<file path="config.mk">
export PLATFORM = sky130hd
export DESIGN_NAME = alu_exec_stage
export DESIGN_NICKNAME = d
export VERILOG_FILES = /design/src/rtl/alu_exec_stage.sv
export SDC_FILE = /design/constraint.sdc
export NUM_CORES = 1
export LEC_CHECK = 0
export BUFFER_PORTS_ARGS = -buffer_cell sky130_fd_sc_hd__buf_2
export CAP_MARGIN = 20
export CELL_PAD_IN_SITES_DETAIL_PLACEMENT = 0
export CELL_PAD_IN_SITES_GLOBAL_PLACEMENT = 1
export CORE_AREA = 2 2 164 118
export DETAILED_ROUTE_END_ITERATION = 7
export DIE_AREA = 0 0 166 120
export PLACE_DENSITY = 0.89
export SLEW_MARGIN = 40
export SYNTH_ARGS = -nofsm -noshare
export SYNTH_HDL_FRONTEND = slang
export SYNTH_SLANG_ARGS = --single-unit
</file>
<file path="constraint.sdc">
create_clock -name clk -period 3.15 [get_ports clk]
set_input_delay 0.63 -clock clk [delete_from_list [all_inputs] [get_ports clk]]
set_output_delay 0.63 -clock clk [all_outputs]
set_load 0.005 [all_outputs]
</file>
<file path="src/rtl/alu_exec_stage.sv">
`default_nettype none
// ============================================================================
// Module      : alu_exec_stage
// Description : Registered ALU execute stage. It computes AND/OR/ADD/XOR/SUB
//               on the operands at accept time. It buffers up to two results
//               (main + skid) behind valid/ready handshakes, and the
//               upstream ready is a registered signal.
// Revision    : 1.0 - initial release
// ============================================================================
module alu_exec_stage #(
    parameter int XLEN = 32,
    parameter int TAGW = 5
) (
    input  logic            clk,
    input  logic            rst,
    input  logic            in_valid_i,
    output logic            in_ready_o,
    input  logic [3:0]      alu_ctrl_i,
    input  logic [XLEN-1:0] op_a_i,
    input  logic [XLEN-1:0] op_b_i,
    input  logic [TAGW-1:0] rd_i,
    input  logic            flush_i,
    output logic            out_valid_o,
    input  logic            out_ready_i,
    output logic [XLEN-1:0] result_o,
    output logic            zero_o,
    output logic            illegal_o,
    output logic [TAGW-1:0] rd_o
);

    // ALU control encodings
    localparam logic [3:0] c_op_and = 4'b0000;
    localparam logic [3:0] c_op_or  = 4'b0001;
    localparam logic [3:0] c_op_add = 4'b0010;
    localparam logic [3:0] c_op_xor = 4'b0100;
    localparam logic [3:0] c_op_sub = 4'b0110;

    // Buffer occupancy states
    localparam logic [1:0] c_st_empty = 2'd0;  // main invalid
    localparam logic [1:0] c_st_one   = 2'd1;  // main valid, skid empty
    localparam logic [1:0] c_st_full  = 2'd2;  // main and skid valid

    logic [1:0]      r_state;
    logic            r_in_ready;

    logic [XLEN-1:0] r_main_result;
    logic            r_main_zero;
    logic            r_main_illegal;
    logic [TAGW-1:0] r_main_rd;

    logic [XLEN-1:0] r_skid_result;
    logic            r_skid_zero;
    logic            r_skid_illegal;
    logic [TAGW-1:0] r_skid_rd;

    logic [XLEN-1:0] w_result;
    logic            w_zero;
    logic            w_illegal;
    logic            w_accept;
    logic            w_transfer;

    // Handshake qualifiers; flush priority is applied in the state update
    assign w_accept   = in_valid_i && r_in_ready;
    assign w_transfer = (r_state != c_st_empty) && out_ready_i;

    // Combinational ALU on the inputs being accepted. Any code other than
    // the five legal ones, including X/Z, falls to the default branch.
    always_comb begin
        w_result  = '0;
        w_illegal = 1'b0;
        case (alu_ctrl_i)
            c_op_and: w_result = op_a_i & op_b_i;
            c_op_or:  w_result = op_a_i | op_b_i;
            c_op_add: w_result = op_a_i + op_b_i;
            c_op_xor: w_result = op_a_i ^ op_b_i;
            c_op_sub: w_result = op_a_i - op_b_i;
            default:  w_illegal = 1'b1;
        endcase
        w_zero = !w_illegal && (w_result == '0);
    end

    // Two-entry buffer: occupancy state, registered ready and entry payloads
    always_ff @(posedge clk or posedge rst) begin
        if (rst) begin
            r_state        <= c_st_empty;
            r_in_ready     <= 1'b1;
            r_main_result  <= '0;
            r_main_zero    <= 1'b0;
            r_main_illegal <= 1'b0;
            r_main_rd      <= '0;
            r_skid_result  <= '0;
            r_skid_zero    <= 1'b0;
            r_skid_illegal <= 1'b0;
            r_skid_rd      <= '0;
        end else if (flush_i) begin
            // Flush discards every entry and any input offered this cycle
            r_state    <= c_st_empty;
            r_in_ready <= 1'b1;
        end else begin
            case (r_state)
                c_st_empty: begin
                    if (w_accept) begin
                        r_main_result  <= w_result;
                        r_main_zero    <= w_zero;
                        r_main_illegal <= w_illegal;
                        r_main_rd      <= rd_i;
                        r_state        <= c_st_one;
                    end
                end
                c_st_one: begin
                    if (w_accept && w_transfer) begin
                        // Main leaves and the new entry takes its place
                        r_main_result  <= w_result;
                        r_main_zero    <= w_zero;
                        r_main_illegal <= w_illegal;
                        r_main_rd      <= rd_i;
                    end else if (w_accept) begin
                        // Main is stalled, so the new entry parks in the skid
                        r_skid_result  <= w_result;
                        r_skid_zero    <= w_zero;
                        r_skid_illegal <= w_illegal;
                        r_skid_rd      <= rd_i;
                        r_state        <= c_st_full;
                        r_in_ready     <= 1'b0;
                    end else if (w_transfer) begin
                        r_state <= c_st_empty;
                    end
                end
                c_st_full: begin
                    if (w_transfer) begin
                        r_main_result  <= r_skid_result;
                        r_main_zero    <= r_skid_zero;
                        r_main_illegal <= r_skid_illegal;
                        r_main_rd      <= r_skid_rd;
                        r_state        <= c_st_one;
                        r_in_ready     <= 1'b1;
                    end
                end
                default: begin
                    r_state    <= c_st_empty;
                    r_in_ready <= 1'b1;
                end
            endcase
        end
    end

    assign in_ready_o  = r_in_ready;
    assign out_valid_o = (r_state != c_st_empty);
    assign result_o    = r_main_result;
    assign zero_o      = r_main_zero;
    assign illegal_o   = r_main_illegal;
    assign rd_o        = r_main_rd;

endmodule
`default_nettype wire

</file>
==> flow_summary.yaml, run 1 <==
global_route:
  grt_max_degree: 66
  grt_pass1_wl_microns: 43570
  grt_pass1_vias: 8527
  grt_usage_pct: 26.90
  antenna_found_initial: 0
  grt-ovfl-total: 0
clocking:
  cts_sinks: 81
  cts.path.max_buffers: 2
  cts_tree: "done"
  numCtsBuffers: 9
  htree_levels: 3
  hold_buffers: 0
  root_buffer: "clkbuf_16"
  insertion_delay_ns: 0.33
  path_clk_slew_ns: 0.06
synthesis:
  synthAdderAreaFrac_pct: 15.74
  synth_compound_area_share_pct: 23.25
  yosys-mux-area-fraction_pct: 4.614
  ys_seq_area_share_pct: 26.15
  syn-num-nets: 1162
  ys.warnings.count: 0
  ys_ff_latch: 81
  synth_area_leader_cell: "dfrtp_1"
  async_flop_share_pct: 100.0
  yosysUniqueCellTypes: 68
  synth_area_sq_mm: 0.007756
  synthXorXnorAreaFrac_pct: 5.646
  synthSimpleGateAreaFrac_pct: 18.49
  synth_top_family_by_area: "compound AO/OA/AOI/OAI gates"
  yosys_most_used_dff: "dfrtp_1"
  synth_top_area_share_pct: 25.81
  synthCells: 987
  synth_area_leaders: "dfrtp_1, ha_1, o21ai_0"
  synth_edf_count: 0
  syn-mean-instance-area_sq_um: 7.858
sta:
  worst_pin_slew_ns: 0.7023
  period_minus_slack_ns: 4.555
  fin_skew_ns: 0.004175
  fmax_mhz: 219.5
  fin_ws_ns: -1.405
  fin_crit_sh_pct: 144.6
  drv_slew: 0
  setup_viol: 46
  final-hold-violation-count: 0
  max_slew_margin_pct: 53.13
  rsz0062_at_grt: "true"
  setup_tns_ns: -32.54
floorplan:
  die_x_microns: 166
  floorplan.initialDensity_pct: 42.05
  ioPinCount: 119
  core_sq_mm: 0.01845
  die_height_microns: 120
  die_area_sq_mm: 0.01992
  row_count: 42
cells_and_area:
  final_common_cell: "buf_4"
  fin_nets: 1547
  fill_cells: 1459
  drive_gt1_share_pct: 46.26
  syn_to_final_growth_pct: 59.03
  final_cell_mix: "buf_4, buf_2, nand2_1"
  postLayoutCellArea_sq_mm: 0.01233
  antenna_cells: 0
setup_path:
  crit_start: "op_b_i[8]"
  path_depth: 20
  slowest_delay_ns: 0.56
  path_max_fanout: 4
  critPathTopFamily: "simple AND/OR/NAND/NOR gates"
  r2r_cells: 7
  startpoint_type: "input pin"
  crit_path_end_kind: "flip-flop"
  critPathSlowestCell: "or4_4"
  cp_num_buf_inv: 3
  r2r-end: "result_o[15]"
  crit_end: "r_skid_zero"
  cp.required_ns: 3.39
  worst-r2r-setup-slack_ns: 1.18
  reg2reg_from: "r_state[1]"
  arrival_ns: 4.79
  crit_chain: "buf_6 > or3_4 > nor4_4 > nand2_2 > nor3_4 > nor2_1 > xnor2_1 > ha_1 > buf_4 > nand2_1 > o21ai_2 > buf_4 > nor2_1 > a211oi_1 > nor2b_4 > nand2_1 > or4_4 > nor4_4 > nand4_1 > o31ai_1"
  crit_type: "in2reg"
flow_run:
  cap_violations: 0
power_and_ir_drop:
  clkPwrFrac_pct: 23.5
  ir_drop_v: 0.0003132
  p_int_w: 0.002888
  power.leakage_nw: 6.151
  seq_power_share_pct: 29.9
  swShare_pct: 35.60
  powerDensity_mw_per_mm2: 363.6
  p_sw_w: 0.001597
  combinationalPowerShare_pct: 46.6
status:
  status: "complete, but fails checks"
  violations: "negative setup slack"
route:
  drt_iter0_drc: 741
  wirelength_microns: 28140
  vias_per_cell: 5.545
  drt_pass1_iterations: 5
  wl_per_cell_microns: 17.38
  ant_nets: 0
  dr_total_vias: 8977
  drc: 0
place:
  port_buffers: 118
  gp_congestion: 0.9850
  dp_hpwl_microns: 20370
  placed_area_sq_mm: 0.01072
hold_path:
  min_path_type: "in2async"
-- metrics by stage --
step | hold slack (ns) | util [%] | total power [W] | std cells | worst slack (ns)
finish | 0.3819 | 66.87 | 0.004485 | 1619 | -1.405
CTS | 0.4065 | 64.34 | 0.004314 | 1602 | -1.182
floorplan | 0.4447 | - | 0.002284 | 987 | -1.270
global route | 0.4387 | 66.87 | 0.004739 | 1619 | -1.532
global placement | 0.4559 | 58.09 | 0.002997 | 1551 | -1.847
detailed placement | 0.4648 | 58.11 | 0.003048 | 1551 | -2.019
-- power by group through the flow --
stage          clock [W]  combinational, W  sequential (W)
6_report         0.00105           0.00209         0.00134
5_1_grt          0.00111           0.00226         0.00137
4_1_cts          0.00106           0.00191         0.00134
3_5_place_dp           0           0.00169         0.00135
3_3_place_gp           0           0.00165         0.00134
2_1_floorplan          0          0.000941         0.00134
-- registers in the layout, indices dropped and copies added, names as in the netlist --
name            flops
r_skid_zero         1
r_skid_result      32
r_skid_rd           5
illegal_o           1
result_o           32
zero_o              1
rd_o                5
r_skid_illegal      1
r_state             2
in_ready_o          1
-- worst min path at each step --
stage	startpoint	end	slack, ns	depth (start not counted)
2_1_floorplan	r_skid_result[30]	r_skid_result[30]	0.44	2
3_3_place_gp	result_o[8]	result_o[8]	0.46	2
3_5_place_dp	result_o[23]	result_o[23]	0.46	2
4_1_cts	rst	r_skid_result[2]	0.41	2
5_1_grt	rst	r_state[1]	0.44	2
6_report	rst	r_state[1]	0.38	2
-- final cells by class --
cell class / instances / area, sq um / share of cell area [%]
sequential: 81 / 2028 / 16.44
clock buffer: 10 / 239.0 / 1.938
inverter: 71 / 267.8 / 2.171
tap: 242 / 302.8 / 2.455
timing repair buffer: 425 / 3069 / 24.88
clock inverter: 6 / 67.56 / 0.5478
multi-input combinational: 784 / 6360 / 51.56
-- worst reg2reg max path, delay by kind of cell (launching register included) --
kind	cells	cell delay, ns
compound gates	3	0.79
buf+inv	1	0.33
flops	1	0.50
simple gates	3	0.28
-- metal layers --
metal	wire length, microns	global-route usage (%)	up-vias
met1	13170	38.99	4333
met2	12700	42.87	331
met3	1754	3.793	40
met4	509	5.435	0
li1	-	-	4273
met5	0	0	-
-- synthesized netlist by cell type, drive strengths merged (2+ instances only) --
cell,count
nor3,16
or3b,2
o31ai,7
buf,11
nand2,116
o41ai,5
or3,4
and3,4
and4,6
ha,96
xor2,9
mux2,14
nor2b,6
nand3,17
a21oi,81
o21bai,4
nand2b,8
nand4,15
a221oi,10
nand4b,2
or2,4
inv,71
nand3b,8
a211oi,9
and2,5
a22oi,14
nor2,74
dfrtp,80
or4,3
clkbuf,40
xnor2,41
o21ai,112
a31oi,16
nor3b,2
o211ai,5
o21a,6
a21o,12
nor4,8
mux2i,20
o22ai,6
-- cell families (layout without fill, tap and decap cells) --
family | Yosys count | after routing
DFF | 81 | 81
adders and majority gates | 97 | 97
buffers and inverters | 122 | 512
and+or+nand+nor | 302 | 302
AOI/OAI and AO/OA | 301 | 301
xor gates and xnor gates | 50 | 50
muxes | 34 | 34
-- timing repair --
action / 4_1_cts / 5_1_grt
gates resized for setup: 137 / 74
pin swaps: 67 / 62
setup buffers: 41 / 22
setup endpoints to repair: 52 / 55
(Power assumes the default switching activity.)
==> run 2: changes to the inputs <==
- BUFFER_PORTS_ARGS: -buffer_cell sky130_fd_sc_hd__buf_2 -> not set
- CORE_AREA: 2 2 164 118 -> 2 2 155 112
- DIE_AREA: 0 0 166 120 -> 0 0 157 114
- DONT_BUFFER_PORTS: not set -> 1
- PLACE_DENSITY: 0.89 -> 0.88
==> flow_summary.yaml, run 2 (synthesis gave the netlist of run 1 again) <==
status:
  status: "complete, but fails checks"
  violations: "negative setup slack"
cells_and_area:
  final_core_util_pct: 66.89
  final_common_cell: "buf_4"
  drive_gt1_share_pct: 37.55
  antenna_cells: 0
  final_cell_mix: "buf_4, nand2_1, ha_1"
  fin_nets: 1363
  postLayoutCellArea_sq_mm: 0.01108
  syn_to_final_growth_pct: 42.86
setup_path:
  crit_path_end_kind: "flip-flop"
  path_max_fanout: 5
  r2r_cells: 6
  cp.required_ns: 3.39
  crit_type: "in2reg"
  r2r-end: "result_o[8]"
  worst-r2r-setup-slack_ns: 1.26
  reg2reg_from: "r_state[1]"
  arrival_ns: 4.70
  startpoint_type: "input pin"
global_route:
  grt-ovfl-total: 0
  grt_usage_pct: 27.37
  grt_pass1_wl_microns: 39040
  grt_pass1_vias: 7628
  grt_max_degree: 82
  antenna_found_initial: 0
sta:
  fin_skew_ns: 0.008492
  setup_viol: 41
  fin_crit_sh_pct: 141.5
  fmax_mhz: 224.4
  fin_ws_ns: -1.307
  drv_slew: 0
  final-hold-violation-count: 0
  worst_pin_slew_ns: 0.6288
  max_slew_margin_pct: 58.08
  rsz0062_at_grt: "true"
  period_minus_slack_ns: 4.457
route:
  drt_iter0_drc: 812
  dr.max_layer_used: "met4"
  vias_per_cell: 5.683
  dr_total_vias: 8092
  wl_per_cell_microns: 18.01
  drt_pass1_iterations: 5
  dr_wl_met2_microns: 11420
  wl_met3_microns: 1986
  wirelength_microns: 25650
  wl_met1_microns: 11880
  ant_nets: 0
  drc: 0
place:
  dp_hpwl_microns: 19040
  port_buffers: 0
  placed_area_sq_mm: 0.009788
  gp_congestion: 0.9569
power_and_ir_drop:
  power.leakage_nw: 5.284
  powerDensity_mw_per_mm2: 379.0
  ir_drop_v: 0.0002474
clocking:
  cts_tree: "done"
  root_buffer: "clkbuf_16"
  htree_levels: 3
  numCtsBuffers: 9
  cts.path.max_buffers: 2
  cts_sinks: 81
  insertion_delay_ns: 0.34
  path_clk_slew_ns: 0.06
floorplan:
  core_sq_mm: 0.01657
  floorplan.initialDensity_pct: 46.82
  die_height_microns: 114
  row_count: 40
  die_area_sq_mm: 0.01790
  ioPinCount: 119
  die_x_microns: 157
flow_run:
  cap_violations: 0
hold_path:
  min_path_type: "in2async"
-- run 2: cell count changes in the layout (fill, tap and decap cells not counted), moves of 4 or more --
cell | previous run | this run
buf_2 | 112 | 0
buf_4 | 280 | 219
buf_6 | 29 | 15
nor2_4 | 12 | 7
nand2_2 | 3 | 7
nor2_2 | 8 | 12
-- run 2: stage by stage --
step	TNS, ns	total power (W)	hold WS, ns	setup WS [ns]	std cells
final	-25.83	0.004200	0.2593	-1.307	1424
after global routing	-31.08	0.004435	0.2845	-1.508	1424
after CTS	-25.21	0.004032	0.2733	-1.189	1401
after detailed placement	-48.81	0.002838	0.4711	-1.880	1372
after global placement	-47.15	0.002796	0.4628	-1.769	1372
after floorplan	-18.91	0.002284	0.4447	-1.270	987
-- run 2: worst max path at each step --
| stage | startpoint | endpoint | cells past startpoint |
|---|---|---|---|
| after global placement | op_b_i[8] | zero_o | 18 |
| after floorplan | op_b_i[8] | zero_o | 18 |
| after global routing | op_b_i[8] | zero_o | 19 |
| final | op_b_i[8] | zero_o | 20 |
| after detailed placement | op_b_i[8] | zero_o | 19 |
| after CTS | op_b_i[8] | zero_o | 20 |
-- run 2: report_power, final --
part / internal (W) / switching [W]
sequential: 0.00124 / 0.000135
combinational: 0.000851 / 0.000893
clock: 0.000661 / 0.000425
-- run 2: layer usage --
layer	up-vias	GRT usage, %
li1	3911	-
met1	3840	40.04
met2	306	42.25
met3	35	4.977
met4	0	5.566
met5	-	0
-- run 2: area by class of cell --
class / instances / area (sq um)
multi-input combinational: 784 / 6218
inverter: 71 / 267.8
sequential: 81 / 2028
clock inverter: 5 / 63.81
fill: 1324 / 5485
tap: 231 / 289.0
clock buffer: 11 / 252.7
timing repair buffer: 241 / 1961
-- run 2: worst max-delay path, stage by stage --
cell and delay, ns:
or3_4 0.40, nor4_4 0.18, buf_4 0.18, and2_4 0.19, nand2b_4 0.08, nor2_4 0.12, a41oi_2 0.13, xnor2_1 0.14
ha_1 0.34, nand2_1 0.12, o21ai_2 0.10, or3_4 0.41, nor3_4 0.20, o31a_1 0.23, or4_4 0.15, a31oi_2 0.08
a211oi_2 0.23, nor4bb_2 0.28, nand4_1 0.17, o41ai_2 0.32
-- run 2: timing repair --
| item | CTS | global route |
|---|---|---|
| setup buffers | 15 | 24 |
| endpoints found under the setup margin | 45 | 50 |
| resized for setup | 73 | 96 |
| hold buffers | 0 | 0 |
| pin swaps | 53 | 65 |
==> run 3: changes to the inputs <==
- clock period: 3.15 -> 4.5 ns (I/O delays scaled with it)
==> flow_summary.yaml, run 3 (synthesis gave the netlist of run 1 again) <==
setup_path:
  cp.required_ns: 4.73
  path_max_fanout: 4
  startpoint_type: "input pin"
  crit_start: "op_b_i[8]"
  crit_path_end_kind: "flip-flop"
  r2r_cells: 8
  reg2reg_from: "r_state[1]"
  crit_type: "in2reg"
  arrival_ns: 4.82
sta:
  worst_pin_slew_ns: 0.7947
  drv_slew: 0
  fin_skew_ns: 0.006270
  fin_ws_ns: -0.08182
  setup_viol: 2
  max_slew_margin_pct: 46.58
  period_minus_slack_ns: 4.582
  rsz0062_at_grt: "true"
  timing.hold.ws_ns: 0.4698
  final-hold-violation-count: 0
  fmax_mhz: 218.3
  fin_crit_sh_pct: 101.8
global_route:
  grt_pass1_wl_microns: 37770
  antenna_found_initial: 0
  grt_pass1_vias: 7112
  grt_max_degree: 66
  grt_usage_pct: 26.76
  grt-ovfl-total: 0
cells_and_area:
  syn_to_final_growth_pct: 27.78
  fin_nets: 1298
  drive_gt1_share_pct: 25.20
  final_cell_mix: "buf_4, nand2_1, o21ai_0"
  antenna_cells: 0
  fill_cells: 1488
  final_common_cell: "buf_4"
floorplan:
  die_height_microns: 114
  die_area_sq_mm: 0.01790
  ioPinCount: 119
  core_sq_mm: 0.01657
  die_x_microns: 157
  floorplan.initialDensity_pct: 46.82
  row_count: 40
status:
  status: "complete, but fails checks"
  violations: "negative setup slack"
clocking:
  insertion_delay_ns: 0.34
  cts_sinks: 81
  path_clk_slew_ns: 0.06
  htree_levels: 3
  cts_tree: "done"
  root_buffer: "clkbuf_16"
  numCtsBuffers: 9
  cts.path.max_buffers: 2
place:
  gp_congestion: 0.9431
  port_buffers: 0
  dp_hpwl_microns: 18820
route:
  ant_nets: 0
  drc: 0
  drt_pass1_iterations: 5
  drt_iter0_drc: 499
  wirelength_microns: 24380
  vias_per_cell: 5.680
  dr_total_vias: 7714
  wl_per_cell_microns: 17.95
power_and_ir_drop:
  total_power_w: 0.002688
  ir_drop_v: 0.0002023
  powerDensity_mw_per_mm2: 271.2
  power.leakage_nw: 4.793
hold_path:
  min_path_type: "in2async"
flow_run:
  cap_violations: 0
==> run 3: cell types whose count changed in the layout (fill, tap and decap cells not counted), moves of 6 or more <==
cell,change
buf_4,-51
o21ai_0,+47
o21ai_1,-32
a21oi_1,+25
a21oi_2,-22
o21ai_2,-15
nor2_1,+12
nor2_2,-9
buf_6,-8
a31oi_1,+6
buf_12,-6
==> run 3: layout make-up <==
cell class	count	area (sq um)	share of cell area, %
timing repair buffer	176	1355	13.67
multi-input combinational	784	5682	57.33
sequential	81	2028	20.46
clock inverter	5	56.30	0.5681
inverter	71	271.5	2.740
tap	231	289.0	2.916
clock buffer	10	229.0	2.310
==> run 3: per-layer routing <==
| metal | part of all wire [%] | vias up | track usage [%] | wire (microns) |
|---|---|---|---|---|
| li1 | - | 3785 | - | - |
| met4 | 1.1 | 0 | 4.159 | 262 |
| met2 | 43 | 259 | 40.06 | 10550 |
| met1 | 49 | 3644 | 40.73 | 11890 |
| met3 | 6.9 | 26 | 4.711 | 1672 |
| met5 | 0 | - | 0 | 0 |
==> run 3: final timing paths <==
check                                         end  slack [ns]
worst min register to register  r_skid_result[17]        0.48
worst max register to register             zero_o        2.31
max in group asynchronous            result_o[29]        3.32
worst max-delay path                       zero_o       -0.08
min in group clk                r_skid_result[17]        0.48
worst min-delay path                  result_o[7]        0.47
==> run 3: power by group <==
group	internal [W]	switching [W]
clock	0.000426	0.000283
combinational	0.000483	0.000539
sequential	0.000865	0.0000911
==> run 3: metrics by stage <==
step           setup WS [ns]  instance area, sq um  util, %  setup TNS (ns)  instances
2_1_floorplan        -0.2025                  7849        -         -0.3952        987
5_1_grt              -0.3697                  9911    59.83          -1.028       1358
3_5_place_dp         -0.8501                  9123    55.07          -7.438       1323
4_1_cts              -0.1392                  9719    58.67         -0.2886       1356
3_3_place_gp         -0.6814                  9101    54.94          -6.133       1322
6_report            -0.08182                  9911    59.83         -0.1470       1358
==> run 3: critical path, stage by stage <==
cell and delay [ns]:
or3_4 0.40, nor4_4 0.13, buf_4 0.18, and2_4 0.16
nand2b_4 0.09, nor2_4 0.12, a41oi_2 0.13, xnor2_1 0.15
ha_1 0.34, nand4_1 0.23, or2_4 0.32, nand2b_4 0.17
nand2_4 0.07, nor2_4 0.05, a311oi_2 0.31, nand3_1 0.12
or4_4 0.44, nor4_4 0.14, nand4_1 0.16, o41ai_2 0.22
==> run 3: what timing repair did <==
| item | 4_1_cts | 5_1_grt |
|---|---|---|
| pin swaps | 22 | 25 |
| setup endpoints to repair | 11 | 17 |
| hold buffers | 0 | 0 |
| buffers inserted | 18 | 6 |
| resized for setup | 40 | 44 |
